<file path="src/rtl/sim_ctrl.sv">
// rtl/sim_ctrl.sv - simulation run controller: DUT reset sequencing, end detection and drain
module sim_ctrl #(
  parameter int          NUM_CH       = 8,
  parameter int          RST_CYCLES   = 2,
  parameter int          DRAIN_CYCLES = 5,
  parameter int unsigned TIMEOUT      = 32'h7FFF_FFFF,
  parameter int          HALT_ALL     = 0,
  parameter int          WATCHDOG     = 0
) (
  input  logic              clk,
  input  logic              rst,
  input  logic [NUM_CH-1:0] halt,
  input  logic              commit,
  input  logic              mon_error,
  input  logic              mem_error,
  output logic              dut_rst,
  output logic              finish,
  output logic              done,
  output logic [1:0]        finish_code,
  output logic [63:0]       cycle_count
);

  localparam logic [7:0]  HOLD_LAST  = 8'(RST_CYCLES - 1);
  localparam logic [7:0]  DRAIN_INIT = 8'(DRAIN_CYCLES);
  localparam logic [31:0] TMO_INIT   = 32'(TIMEOUT);

  localparam logic [1:0] CODE_HALT    = 2'd1;
  localparam logic [1:0] CODE_TIMEOUT = 2'd2;
  localparam logic [1:0] CODE_ERROR   = 2'd3;

  typedef enum logic [1:0] {HOLD, RUN, DRAIN, DONE} state_t;

  state_t              state, state_nxt;
  logic [7:0]          hold_cnt, hold_cnt_nxt;
  logic [7:0]          drain_cnt, drain_cnt_nxt;
  logic [31:0]         tmo_cnt, tmo_cnt_nxt;
  logic [NUM_CH-1:0]   halt_lat, halt_lat_nxt;
  logic [1:0]          finish_code_nxt;
  logic [63:0]         cycle_count_nxt;
  logic                finish_nxt;
  logic [NUM_CH-1:0]   halt_seen;
  logic                halt_cond;
  logic                err;

  always_ff @(posedge clk or posedge rst) begin
    if (rst) begin
      state       <= HOLD;
      hold_cnt    <= 8'd0;
      drain_cnt   <= 8'd0;
      tmo_cnt     <= TMO_INIT;
      halt_lat    <= '0;
      finish_code <= 2'd0;
      cycle_count <= 64'd0;
      finish      <= 1'b0;
    end else begin
      state       <= state_nxt;
      hold_cnt    <= hold_cnt_nxt;
      drain_cnt   <= drain_cnt_nxt;
      tmo_cnt     <= tmo_cnt_nxt;
      halt_lat    <= halt_lat_nxt;
      finish_code <= finish_code_nxt;
      cycle_count <= cycle_count_nxt;
      finish      <= finish_nxt;
    end
  end

  // Current-cycle halt bits count toward the all-halted test alongside the latches.
  assign halt_seen = halt_lat | halt;
  assign halt_cond = (HALT_ALL != 0) ? (&halt_seen) : (|halt);
  assign err       = mon_error | mem_error;

  always_comb begin
    state_nxt       = state;
    hold_cnt_nxt    = hold_cnt;
    drain_cnt_nxt   = drain_cnt;
    tmo_cnt_nxt     = tmo_cnt;
    halt_lat_nxt    = halt_lat;
    finish_code_nxt = finish_code;
    cycle_count_nxt = cycle_count;

    case (state)
      HOLD: begin
        hold_cnt_nxt = hold_cnt + 8'd1;
        if (hold_cnt == HOLD_LAST) state_nxt = RUN;
      end
      RUN: begin
        halt_lat_nxt = halt_seen;
        tmo_cnt_nxt  = ((WATCHDOG != 0) && commit) ? TMO_INIT : tmo_cnt - 32'd1;
        // The cycle that ends RUN is not counted, so cycle_count equals the event's RUN index.
        if (err) begin
          finish_code_nxt = CODE_ERROR;
          if (DRAIN_CYCLES == 0) begin
            state_nxt = DONE;
          end else begin
            state_nxt     = DRAIN;
            drain_cnt_nxt = DRAIN_INIT;
          end
        end else if (halt_cond) begin
          finish_code_nxt = CODE_HALT;
          state_nxt       = DONE;
        end else if (tmo_cnt == 32'd0) begin
          finish_code_nxt = CODE_TIMEOUT;
          state_nxt       = DONE;
        end else begin
          cycle_count_nxt = cycle_count + 64'd1;
        end
      end
      DRAIN: begin
        drain_cnt_nxt = drain_cnt - 8'd1;
        if (drain_cnt <= 8'd1) state_nxt = DONE;
      end
      DONE: begin
      end
      default: state_nxt = HOLD;
    endcase

    finish_nxt = (state_nxt == DONE) && (state != DONE);
  end

  assign dut_rst = (state == HOLD);
  assign done    = (state == DONE);

endmodule

</file>
<file path="config.mk">
export PLATFORM = sky130hd
export DESIGN_NAME = sim_ctrl
export DESIGN_NICKNAME = d
export VERILOG_FILES = /design/src/rtl/sim_ctrl.sv
export SDC_FILE = /design/constraint.sdc
export NUM_CORES = 1
export LEC_CHECK = 0
export ABC_CLOCK_PERIOD_IN_PS = 3800
export CAP_MARGIN = 20
export CORE_MARGIN = 3
export CORE_UTILIZATION = 45
export DETAILED_ROUTE_END_ITERATION = 12
export PLACE_DENSITY = 0.71
export SETUP_SLACK_MARGIN = 0.15
export SLEW_MARGIN = 20
export SYNTH_ARGS = -nofsm -noshare
export SYNTH_HDL_FRONTEND = slang
export SYNTH_SLANG_ARGS = --single-unit
</file>
<file path="constraint.sdc">
create_clock -name clk -period 3.8 [get_ports clk]
set_input_delay 0.76 -clock clk [delete_from_list [all_inputs] [get_ports clk]]
set_output_delay 0.76 -clock clk [all_outputs]
set_load 0.05 [all_outputs]
</file>
# Yosys cells after proc, flatten, opt, wreduce, memory -nomap -nowiden
# Cells that the tools add are included.
classes:
  n_addsub: 4
  order_cmp: 1
  n_eq_ne: 7
  mux: 11
  bitwise_logic: 4
  n_reduce_logical: 9
ops:
  columns: ["op", "count"]
  rows:
  - ["$add A64 B1 Y64 const B", 1]
  - ["$logic_not A32 Y1", 1]
  - ["$sub A32 B1 Y32 const B", 1]
  - ["$mux W2", 8]
  - ["$pmux W8 S2", 1]
  - ["$add A8 B1 Y8 const B", 1]
  - ["$eq A8 B1 Y1 const B", 1]
  - ["$le A8 B1 Y1 const B", 1]
  - ["$mux W8", 1]
  - ["$reduce_or A8 Y1", 1]
  - ["$sub A8 B1 Y8 const B", 1]
  - ["$eq A2 B2 Y1 const B", 3]
  - ["$pmux W2 S3", 1]
  - ["$ne A2 B2 Y1 const B", 2]
  - ["$reduce_and A2 Y1", 2]
  - ["$reduce_and A4 Y1", 1]
  - ["$not A1 Y1", 3]
  - ["$reduce_bool A3 Y1", 1]
  - ["$eq A2 B1 Y1 const B", 1]
  - ["$logic_not A2 Y1", 1]
  - ["$reduce_bool A2 Y1", 1]
  - ["$logic_and A1 B1 Y1", 1]
  - ["$or A1 B1 Y1", 1]
totals:
  ff_bits: 117
  input_bits: 13
  out_inout_bits: 69
  word_cells: 43

# Logic depth before layout (Yosys ltp)
logic_depth:
  depth_word: 7
  mapped_depth: 9
  ltp_nobuf: 7

# Least setup slack after synthesis
# Ideal clock, no wire load.
synth_path:
  kind: "input-to-reg"
  from: "input port halt[5]"
  to: "register cycle_count[60]"
  setup_ns: 0.082
  t_arrival_ns: 2.637
  required_time_ns: 3.718
  setup_slack_ns: 1.081
  cell_stages: 6
  path_buffers: 0
  path_cell_list: "or4_1 nor2_1 nand3_1 or4_1 nor3_1 xor2_1"
synth_via:
  elab_chain_len: 3
synth_rtl:
  columns: ["element", "line_no", "text"]
  rows:
  - ["from (decl)", "12", "input logic [NUM_CH-1:0] halt,"]
  - ["$reduce_or A8 Y1", "69", "assign halt_cond = (HALT_ALL != 0) ? (&halt_seen) : (|halt);"]
  - ["$not A1 Y1 (no line)", null, null]
  - ["$reduce_and A4 Y1 (no line)", null, null]
  - ["to (signal assigned)", "62", "cycle_count <= cycle_count_nxt;"]
  - ["to (decl)", "20", "output logic [63:0] cycle_count"]
# Every way passes these cells.
# A chain may end at the register's enable or synchronous reset.

# Final worst setup path
layout_path:
  from: "input port mem_error"
  to: "register cycle_count[18]"
layout_via:
  elab_chain_len: 3
layout_rtl:
  columns: ["element", "line_no", "text"]
  rows:
  - ["from (decl)", "15", "input logic mem_error,"]
  - ["$or A1 B1 Y1", "70", "assign err = mon_error | mem_error;"]
  - ["$not A1 Y1 (no line)", null, null]
  - ["$reduce_and A4 Y1 (no line)", null, null]
# Every way passes these cells.

==> flow_metrics.py <==
metrics = {
    "sta": {
        "period_minus_slack_ns": 2.92,
        "slew_headroom_pct": 34.7,
        "slew_violations": 0,
        "fin_crit_sh_pct": 76.7,
        "hold_viol": 0,
        "finClkSkew_ns": 0.0104,
        "tns_ns": 0,
        "rsz0062_at_grt": "no",
        "tightestPinTransition_ns": 0.978,
        "fmax_mhz": 343,
        "layout_setup_ws_ns": 0.885,
        "setup_viol": 0,
    },
    "synth": {
        "synth_edf_count": 0,
        "synth.yosys.seq_area_share_pct": 54.5,
        "synth_fp_nets": 521,
        "synth_area_leaders": "dfrtp_1 40%, dfstp_2 15%, xnor2_1 10%",
        "synth_seq_cells": 117,
        "synth_common_cells": "86 x dfrtp_1, 64 x xnor2_1, 45 x nand2_1",
        "yosysWarnings": 0,
        "avgSynthCellArea_um2": 10.8,
        "synthFlopType": "dfrtp_1",
        "ys_types": 46,
        "synth_most_common_cell": "dfrtp_1",
        "synth_top_cell_by_area": "dfrtp_1",
        "synthCells": 502,
        "synth_top_area_share_pct": 39.5,
        "synthesis.area_um2": 5450,
        "async_flop_share_pct": 100,
    },
    "worst_setup_path": {
        "rr_endpoint": "cycle_count[53]",
        "worst_ep_arrival_time_ns": 3.21,
        "rr_worst_depth": 7,
        "r2r_slack_ns": 1.14,
        "crit_required_ns": 4.09,
        "rr_startpoint": "tmo_cnt[8]",
        "crit_path_max_fanout": 16,
        "crit_type": "primary input to flop",
        "crit_path_end_kind": "flop",
        "start_kind": "primary input",
        "endpoint": "cycle_count[18]",
        "crit_start": "mem_error",
    },
    "grt": {
        "antenna_found_initial": 0,
        "grt_pass1_wl_um": 19800,
        "first_global_vias": 4137,
        "grt_max_degree": 46,
        "grt_overflow": 0,
        "grt_usage_pct": 18.4,
    },
    "placed_design": {
        "dp_hpwl_um": 8140,
        "dp_cells": 730,
        "gp_congestion": 0.798,
        "port_buffers": 80,
        "dp_slack_ns": 0.478,
    },
    "floorplan": {
        "die_area_um2": 13500,
        "core_area_um2": 11600,
        "dieWidth_um": 116,
        "die_h_um": 116,
        "ios": 82,
        "num_rows": 39,
        "start_util_pct": 46.9,
    },
    "cells_and_area": {
        "final_nets": 625,
        "fin_cells": 761,
        "synthToLayoutAreaGrowth_pct": 30.0,
        "layout-drive-gt1-share_pct": 14.1,
        "fin_util_pct": 61.0,
        "fillCellCount": 953,
        "diodes": 0,
    },
    "clocking": {
        "clkSinkCount": 117,
        "cts_root_buf": "clkbuf_16",
        "numCtsBuffers": 17,
        "cts_tree": "built",
        "ctsHoldBuffers": 0,
        "worst_skew_pair.late_latency_ns": 0.40,
        "clockBufferDepth": 2,
        "path_clk_slew_ns": 0.06,
        "post_cts_buffers": 0,
        "h-tree-depth": 4,
        "cts_resized": 0,
    },
    "power": {
        "powerDensity_nw_per_um2": 448,
        "power_mw": 3.18,
        "ir_worst_vdd_mv": 0.233,
        "leakage_nw": 2.91,
    },
    "route": {
        "drt_pre_antenna_iters": 6,
        "drc": 0,
        "drt-initial-drc-count": 313,
        "drtAntennaViolNets": 0,
        "wirelength_um": 11600,
        "vias_per_cell": 5.33,
        "routedWlPerCell_um": 15.2,
        "num_vias": 4055,
    },
    "flow_run": {
        "cap_violations": 0,
    },
    "outcome": {
        "status": "finished clean",
    },
    "hold_path": {
        "hp-class": "flop to flop",
    },
}
==> where the power goes <==
part           leakage (nW)  total [mW]  internal (mW)  switching (mW)
sequential             1.46        1.35           1.30          0.0516
clock                 0.296        1.62           1.08           0.545
combinational          1.15       0.206         0.0823           0.124
total                  2.91        3.18           2.46           0.721
==> layout by cell type, fill, tap and decap left out, drive strengths merged, types with 2 or more instances in the layout <==
master / Yosys / layout
or4: 10 / 10
and4: 3 / 3
xor2: 36 / 36
and3: 8 / 8
and2: 2 / 2
xnor2: 64 / 64
o21ai: 8 / 8
nand4: 23 / 23
nor3b: 2 / 2
nand3: 39 / 39
nor2: 44 / 44
bufinv: 0 / 3
buf: 3 / 10
nor4: 16 / 16
nor2b: 2 / 2
nor3: 29 / 29
clkinv: 0 / 5
inv: 16 / 15
dfstp: 31 / 31
clkinvlp: 0 / 2
clkbuf: 2 / 22
clkdlybuf4s50: 0 / 80
o31ai: 2 / 2
a21oi: 4 / 4
nand2b: 3 / 3
ha: 6 / 6
dfrtp: 86 / 86
nand2: 45 / 45
or3: 5 / 5
==> final cells by class <==
cell class / count / area (um2) / share of cell area [%]
Sequential cell: 117 / 2970 / 41.9
Multi-Input combinational cell: 364 / 2380 / 33.7
Timing Repair Buffer: 90 / 888 / 12.5
Clock buffer: 22 / 474 / 6.69
Tap cell: 143 / 179 / 2.53
Clock inverter: 9 / 126 / 1.78
Inverter: 16 / 63.8 / 0.901
==> sequential cells by signal (all words and copies together), names as in the netlist <==
name         cells
state            2
hold_cnt         8
tmo_cnt         32
cycle_count     64
finish           1
drain_cnt        8
finish_code      2
==> metal layers <==
metal	global-route usage, %	wire length (um)	vias to the layer above
li1	-	-	1959
met1	24.5	5460	2001
met2	29.2	5540	80
met3	4.39	380	15
met4	7.42	204	0
met5	0	0	-
==> kinds of logic after synthesis <==
logic type	synth area share, %
compound gates	2.57
xor+xnor	16.1
fa+ha+maj	1.38
buf+inv	1.86
flops	54.5
mux	0.276
simple gates	23.4
==> through the flow <==
stage	cell area (um2)	hold WS [ns]
after floorplan	5450	0.447
after global placement	6480	0.464
after detailed placement	6480	0.476
after CTS	7080	0.483
after global routing	7080	0.506
final	7080	0.479
==> worst min-delay path by stage <==
stage	to	slack (ns)	cells after the start	startpoint
floorplan	drain_cnt[6]	0.45	1	drain_cnt[6]
global placement	drain_cnt[6]	0.46	1	drain_cnt[6]
detailed placement	tmo_cnt[5]	0.48	2	tmo_cnt[5]
CTS	tmo_cnt[5]	0.48	2	tmo_cnt[5]
global route	tmo_cnt[15]	0.51	1	tmo_cnt[15]
finish	cycle_count[63]	0.48	1	cycle_count[63]
==> critical path: stages <==
cell	delay, ns
clkdlybuf4s50_1	0.45
or4b_2	0.73
nor3_1	0.30
o31a_4	0.33
nand3_1	0.15
or3_1	0.35
xnor2_1	0.13
Power figures use the tool's default switching activity.
